$ cat src/rtl/logic_gate_unit_bf.sv
`default_nettype none
// ============================================================================
// Module      : logic_gate_unit_bf
// Description : WIDTH-bit two-operand gate unit. The operation is selected at
//               runtime by op. Each accepted operand set produces one result,
//               which is queued in a DEPTH-entry output FIFO. Both sides use
//               valid/ready handshakes.
//               Ports:
//                 clk, rst_n          clock, asynchronous active-low reset
//                 a, b, op            operands and operation select
//                                     (op: 0 BUF a, 1 NOT a, 2 AND, 3 OR,
//                                      4 NAND, 5 NOR, 6 XOR, 7 XNOR)
//                 in_valid, in_ready  producer handshake
//                 y, y_valid, y_ready consumer handshake, y = FIFO head
//                 op_count            accepted-transfer counter, present only
//                                     when GATE_OP_COUNT_EN is defined
//               Build option: GATE_OP_COUNT_EN adds the op_count port/counter.
// Revision    : 1.0 - initial release
// ============================================================================
module logic_gate_unit_bf #(
    parameter int WIDTH = 1,
    parameter int DEPTH = 2,
    parameter int CNT_W = 16
) (
    input  logic             clk,
    input  logic             rst_n,
    input  logic [WIDTH-1:0] a,
    input  logic [WIDTH-1:0] b,
    input  logic [2:0]       op,
    input  logic             in_valid,
    output logic             in_ready,
    output logic [WIDTH-1:0] y,
    output logic             y_valid,
    input  logic             y_ready
`ifdef GATE_OP_COUNT_EN
    ,
    output logic [CNT_W-1:0] op_count
`endif
);

    localparam int c_ptr_w = (DEPTH > 1) ? $clog2(DEPTH) : 1;
    localparam int c_occ_w = $clog2(DEPTH) + 1;
    localparam logic [c_occ_w-1:0] c_depth = c_occ_w'(DEPTH);

    // Reject unusable parameter sets at elaboration time.
    generate
        if ((WIDTH < 1) || (DEPTH < 2) || ((DEPTH & (DEPTH - 1)) != 0) || (CNT_W < 1)) begin : g_param_error
            $error("logic_gate_unit_bf: invalid WIDTH/DEPTH/CNT_W");
        end
    endgenerate

    logic [WIDTH-1:0]   r_mem [DEPTH];
    logic [c_ptr_w-1:0] r_wr_ptr;
    logic [c_ptr_w-1:0] r_rd_ptr;
    logic [c_occ_w-1:0] r_occ;
    logic               r_in_ready;
    logic [WIDTH-1:0]   r_y_hold;

    logic               w_push;
    logic               w_pop;
    logic [c_occ_w-1:0] w_occ_next;
    logic [WIDTH-1:0]   w_result;

    // in_ready comes straight from a flop, so y_ready never reaches it
    // combinationally; a pop into a full FIFO reopens the input next cycle.
    assign w_push = in_valid & r_in_ready;
    assign w_pop  = (r_occ != '0) & y_ready;

    always_comb begin
        w_result = '0;
        case (op)
            3'b000:  w_result = a;
            3'b001:  w_result = ~a;
            3'b010:  w_result = a & b;
            3'b011:  w_result = a | b;
            3'b100:  w_result = ~(a & b);
            3'b101:  w_result = ~(a | b);
            3'b110:  w_result = a ^ b;
            default: w_result = ~(a ^ b);
        endcase
    end

    always_comb begin
        w_occ_next = r_occ;
        case ({w_push, w_pop})
            2'b10:   w_occ_next = r_occ + c_occ_w'(1);
            2'b01:   w_occ_next = r_occ - c_occ_w'(1);
            default: w_occ_next = r_occ;
        endcase
    end

    always_ff @(posedge clk or negedge rst_n) begin
        if (!rst_n) begin
            r_wr_ptr   <= '0;
            r_rd_ptr   <= '0;
            r_occ      <= '0;
            r_in_ready <= 1'b0;
            r_y_hold   <= '0;
        end else begin
            if (w_push) begin
                r_wr_ptr <= r_wr_ptr + c_ptr_w'(1);
            end
            if (w_pop) begin
                r_rd_ptr <= r_rd_ptr + c_ptr_w'(1);
                // Remember the departing head so y stays put once empty.
                r_y_hold <= r_mem[r_rd_ptr];
            end
            r_occ      <= w_occ_next;
            r_in_ready <= (w_occ_next < c_depth);
        end
    end

    // Storage needs no reset: an entry is only visible after it is written.
    always_ff @(posedge clk) begin
        if (w_push) begin
            r_mem[r_wr_ptr] <= w_result;
        end
    end

    assign in_ready = r_in_ready;
    assign y_valid  = (r_occ != '0);
    assign y        = y_valid ? r_mem[r_rd_ptr] : r_y_hold;

`ifdef GATE_OP_COUNT_EN
    logic [CNT_W-1:0] r_op_count;

    always_ff @(posedge clk or negedge rst_n) begin
        if (!rst_n) begin
            r_op_count <= '0;
        end else if (w_push) begin
            r_op_count <= r_op_count + CNT_W'(1);
        end
    end

    assign op_count = r_op_count;
`endif

endmodule
`default_nettype wire

$ cat config.mk
export PLATFORM = sky130hd
export DESIGN_NAME = logic_gate_unit_bf
export DESIGN_NICKNAME = d
export VERILOG_FILES = /design/src/rtl/logic_gate_unit_bf.sv
export SDC_FILE = /design/constraint.sdc
export NUM_CORES = 1
export LEC_CHECK = 0
export CAP_MARGIN = 10
export CELL_PAD_IN_SITES_DETAIL_PLACEMENT = 1
export CELL_PAD_IN_SITES_GLOBAL_PLACEMENT = 1
export CORE_AREA = 3 3 40 42
export DETAILED_ROUTE_END_ITERATION = 8
export DIE_AREA = 0 0 43 45
export GPL_ROUTABILITY_DRIVEN = 0
export GPL_TIMING_DRIVEN = 0
export HOLD_SLACK_MARGIN = 0.03
export PLACE_DENSITY = 0.78
export SLEW_MARGIN = 20
export SYNTH_ARGS = -nofsm -noshare
export SYNTH_HDL_FRONTEND = slang
export SYNTH_SLANG_ARGS = --single-unit
$ cat constraint.sdc
create_clock -name clk -period 4.55 [get_ports clk]
set_input_delay 1.1375 -clock clk [delete_from_list [all_inputs] [get_ports clk]]
set_output_delay 1.1375 -clock clk [all_outputs]
set_load 0.02 [all_outputs]
# Word level (Yosys, flattened, before mapping)
# Memory sizes are Yosys's and may differ from the RTL's.
# Index checks and enable logic that the tools add are counted.
op_classes:
  addsub: 4
  order_cmp: 1
  eq_ne: 8
  mux: 5
  bitwise: 9
  reduce_logical: 2
op_table:
  columns: ["operator", "n"]
  rows:
  - ["3-bit equality test (second input constant)", 3]
  - ["1-bit one-hot mux with 7 select lines", 1]
  - ["3-bit by 2-bit equality test with 1-bit output (second input constant)", 2]
  - ["1-bit inverter", 4]
  - ["2-bit one-hot mux with 2 select lines", 1]
  - ["1-bit bitwise AND", 3]
  - ["3-bit by 1-bit equality test with 1-bit output (second input constant)", 1]
  - ["3-bit zero test", 1]
  - ["1-bit two-way mux", 3]
  - ["1-bit adder (second input constant)", 2]
  - ["2-bit by 1-bit adder with 2-bit output (second input constant)", 1]
  - ["2-bit by 1-bit equality test with 1-bit output (second input constant)", 1]
  - ["2-bit equality test (second input constant)", 1]
  - ["2-bit less-than comparator (second input constant)", 1]
  - ["2-bit nonzero test", 1]
  - ["2-bit by 1-bit subtractor with 2-bit output (second input constant)", 1]
  - ["1-bit OR", 1]
  - ["1-bit XOR", 1]
word_totals:
  register_bits: 6
  ramBits: 2
  input_bits: 9
  out_inout_bits: 3
  elab_cells: 35
  memories: 1
memory_table:
  columns: ["memory", "words", "width", "rd", "rd_clocked_by_memory_dff", "write_ports", "line", "rtl"]
  rows:
  - ["r_mem", 2, 1, 1, 0, 1, "52", "logic [WIDTH-1:0] r_mem [DEPTH];"]

# Depth between registers and ports, before layout
logic_depth:
  depth_word: 5
  ltp_mapped: 6
  depth_no_buf: 6

# Worst setup path after synthesis
# Ideal clock, no wire load.
synth_path:
  kind: "input -> register"
  from: "input port a"
  to: "memory r_mem[0], data pin"
  setup_ps: 275
  t_arrival_ps: 2194
  t_required_ps: 4275
  path_slack_ps: 2081
  cell_stages: 5
  n_path_buf: 0
  cell_sequence: "inv_1 ha_1 inv_1 mux2_1 mux4_2"
synth_via:
  elab_chain_cells: 3
  word_cells_on_any_way: 8
  cone_classes: "mux (1); bitwise (7)"
synth_lines:
  columns: ["element", "line", "rtl"]
  rows:
  - ["start, declared", "27", "input logic [WIDTH-1:0] a,"]
  - ["1-bit XOR, or another cell as far along", "78, 79", null]
  - ["1-bit inverter (on tied branches)", "79, 76, 77", null]
  - ["1-bit one-hot mux with 7 select lines (*)", "71", "case (op)"]
  - ["named net w_result", "62", "logic [WIDTH-1:0] w_result;"]
  - ["end, declared", "52", null]
# The timed path passes the listed nets; every way through them passes the cells marked *.

# Final worst setup path
layout_path:
  from: "register r_occ[0]"
  to: "output port y"
layout_via:
  elab_chain_cells: 2
layout_lines:
  columns: ["element", "line", "rtl"]
  rows:
  - ["start, declared", "55", "logic [c_occ_w-1:0] r_occ;"]
  - ["start signal, assigned", "108", "r_occ <= w_occ_next;"]
  - ["2-bit nonzero test", "121", "assign y_valid = (r_occ != '0);"]
  - ["1-bit two-way mux", "122", "assign y = y_valid ? r_mem[r_rd_ptr] : r_y_hold;"]
  - ["end, declared", "32", "output logic [WIDTH-1:0] y,"]
# No other way between the ends.

==> results.yml <==
floorplanning:
  die-area_um2: 1940
  initial_cell_density_of_the_core_pct: 33.8
  fp.dieH_um: 45
  core_area_um2: 1280
  core.rowCount: 13
  fp.dieW_um: 43
  io-pin-count: 12
clocking:
  cts_made_buffers: 3
  clk_latency_ns: 0.25
  cts_hold_buf: 0
  cts_tree: "built"
  numClockSinks: 8
  worst_setup_hold_path_clk_slew_ns: 0.06
  longest_clk_path_bufs: 2
  clk_root_buffer_cell: "clkbuf_4"
  cts-htree-levels: 1
  post-cts-setup-buffer-count: 0
  postCtsResizedCells: 0
timing:
  slew_viol_final: 0
  finalWorstPathRequiredPeriod_ns: 2.92
  report.final.setup_viol: 0
  setup_repair_after_global_routing_missed_its_margin: "false"
  timing.setup.tns_ns: 0
  worst_clock_skew_ns: 0.00409
  final_min_period_over_clock_period_pct: 64.1
  timing.final.hold_violations: 0
  worst-slew-pin-transition_ns: 0.447
  slew-limit-headroom_pct: 69.9
  fmaxAchievable_mhz: 343
setup_path:
  crit_path_start_kind: "flop"
  critPathArrivalTime_ns: 1.78
  ff2ff_path_depth: 5
  worst_setup_path_end_kind: "output pin"
  crit_path_max_fanout: 4
  crit_type: "flop to output pin"
  timing.critical_path.required_ns: 3.41
routing:
  vias: 320
  finalWirelength_um: 780
  remaining_drc_errors: 0
  vias_per_std_cell: 4.71
  first_pass_iters: 2
  first_drt_iteration_drcs: 2
  post_drt_wl_per_cell_um: 11.5
  ant_nets: 0
grt:
  global_route.overflow_total: 0
  grt_pass1_vias: 333
  grt_start_max_net_pins: 7
  groute.usage.overall_pct: 9.69
  grt_pass1_wl_um: 1300
  grt_antenna_before_repair: 0
worst_hold_path:
  hold_class: "flop to flop"
  min_path_cells: 1
placement:
  placed_cell_area_um2: 563
  number_of_port_buffers: 11
  dp_hpwl_um: 637
  placed_cells_incl_taps: 64
logic_synthesis:
  netlist_area_um2: 434
  synth.net_count: 50
  average_cell_area_after_synthesis_um2: 11.4
  synth_seq_cells: 8
  synth-seq-area-share_pct: 48.4
  syn-instance-count: 38
  yosys_warnings: 0
  yosysUniqueCellTypes: 15
final_layout:
  area_growth_pct: 35.7
  antenna_cells: 0
  final_cell_count_no_fill: 68
  nets_final: 66
  final_layout_size_suffix_gt1_share_pct: 9.43
  postLayoutCellArea_um2: 589
power_and_ir_drop:
  power_density_nw_per_um2: 594
  power.static_leakage_nw: 0.262
  worst_ir_drop_vdd_uv: 178
job:
  max_cap_viol_count: 0
outcome:
  status: "finished, final reports clean"
==> synth_stat cells <==
| master | n | share of area [%] |
|---|---|---|
| dfrtp_1 | 6 | 35 |
| nand2_1 | 3 | 2.6 |
| o21ai_0 | 3 | 3.5 |
| and3_1 | 1 | 1.4 |
| a21oi_1 | 1 | 1.2 |
| edfxtp_1 | 2 | 14 |
| xor2_1 | 1 | 2.0 |
| xnor2_1 | 5 | 10 |
| nor2_1 | 3 | 2.6 |
| mux2i_1 | 3 | 6.9 |
| ha_1 | 3 | 8.6 |
| or2_2 | 1 | 1.4 |
| mux2_1 | 1 | 2.6 |
| mux4_2 | 1 | 5.2 |
| inv_1 | 4 | 3.5 |
==> cell families (layout without fill, tap and decap cells) <==
family,Yosys count,after routing,synth area share (%)
XOR/XNOR,6,6,12.1
adder cells (fa/ha/maj),3,3,8.65
multiplexers,5,5,14.7
AO/OA/AOI/OAI,4,4,4.61
AND/OR/NAND/NOR,8,8,8.07
flip-flops,8,8,48.4
buffers and inverters,4,19,3.46
==> power breakdown <==
part | switching (mW) | leakage [nW] | internal, mW
registers | 0.0260 | 0.0890 | 0.108
logic | 0.0724 | 0.158 | 0.0844
clock network | 0.0257 | 0.0150 | 0.0337
total | 0.124 | 0.262 | 0.226
==> critical path, stage by stage (launching register included) <==
cell	delay [ns]
dfrtp_1	0.42
or2_2	0.34
a21oi_1	0.15
clkdlybuf4s50_1	0.62
==> per-layer routing <==
metal  wire, um  track usage (%)  up-vias  share of wire, %
met2        375             15.6       11                48
met1        320             10.5      151                41
li1           -                -      156                 -
met3         56             2.39        2               7.2
met5          0                0        -                 0
met4         27             9.04        0               3.5
==> final cells by class <==
| cell class | instances | area [um2] |
|---|---|---|
| fillers | 159 | 696 |
| flip-flops and latches | 8 | 210 |
| multi-input cells | 26 | 209 |
| repair buffers | 11 | 110 |
| clock buffers | 4 | 26.3 |
| well taps | 15 | 18.8 |
| inverters | 4 | 15.0 |
==> layout by cell type (no fill, tap or decap) <==
master / n
inv_1: 4
a21oi_1: 1
clkdlybuf4s50_1: 11
dfrtp_1: 6
nor2_1: 3
mux4_2: 1
o21ai_0: 3
mux2i_1: 3
or2_2: 1
xor2_1: 1
nand2_1: 3
and3_1: 1
clkbuf_4: 3
xnor2_1: 5
ha_1: 3
clkbuf_1: 1
edfxtp_1: 2
mux2_1: 1
==> final timing paths <==
kind / start / slack [ns] / end
setup / recovery: r_occ[0] / 1.63 / y
hold / removal: r_wr_ptr / 0.50 / r_wr_ptr
setup reg to reg: r_occ[0] / 2.88 / flop
hold reg to reg: r_wr_ptr / 0.50 / r_wr_ptr
max in group asynchronous: rst_n / 3.21 / in_ready
min in group asynchronous: rst_n / 1.12 / r_rd_ptr
==> per-stage QoR <==
stage / hold slack, ns / utilization (%) / setup slack, ns / power [mW]
2_1_floorplan: 0.451 / - / 2.08 / 0.235
3_3_place_gp: 0.473 / 43.8 / 1.50 / 0.289
3_5_place_dp: 0.485 / 43.8 / 1.46 / 0.295
4_1_cts: 0.498 / 45.9 / 1.63 / 0.355
5_1_grt: 0.518 / 45.9 / 1.55 / 0.376
6_report: 0.495 / 45.9 / 1.63 / 0.350
Note: power is estimated with default switching activity, not from simulation.
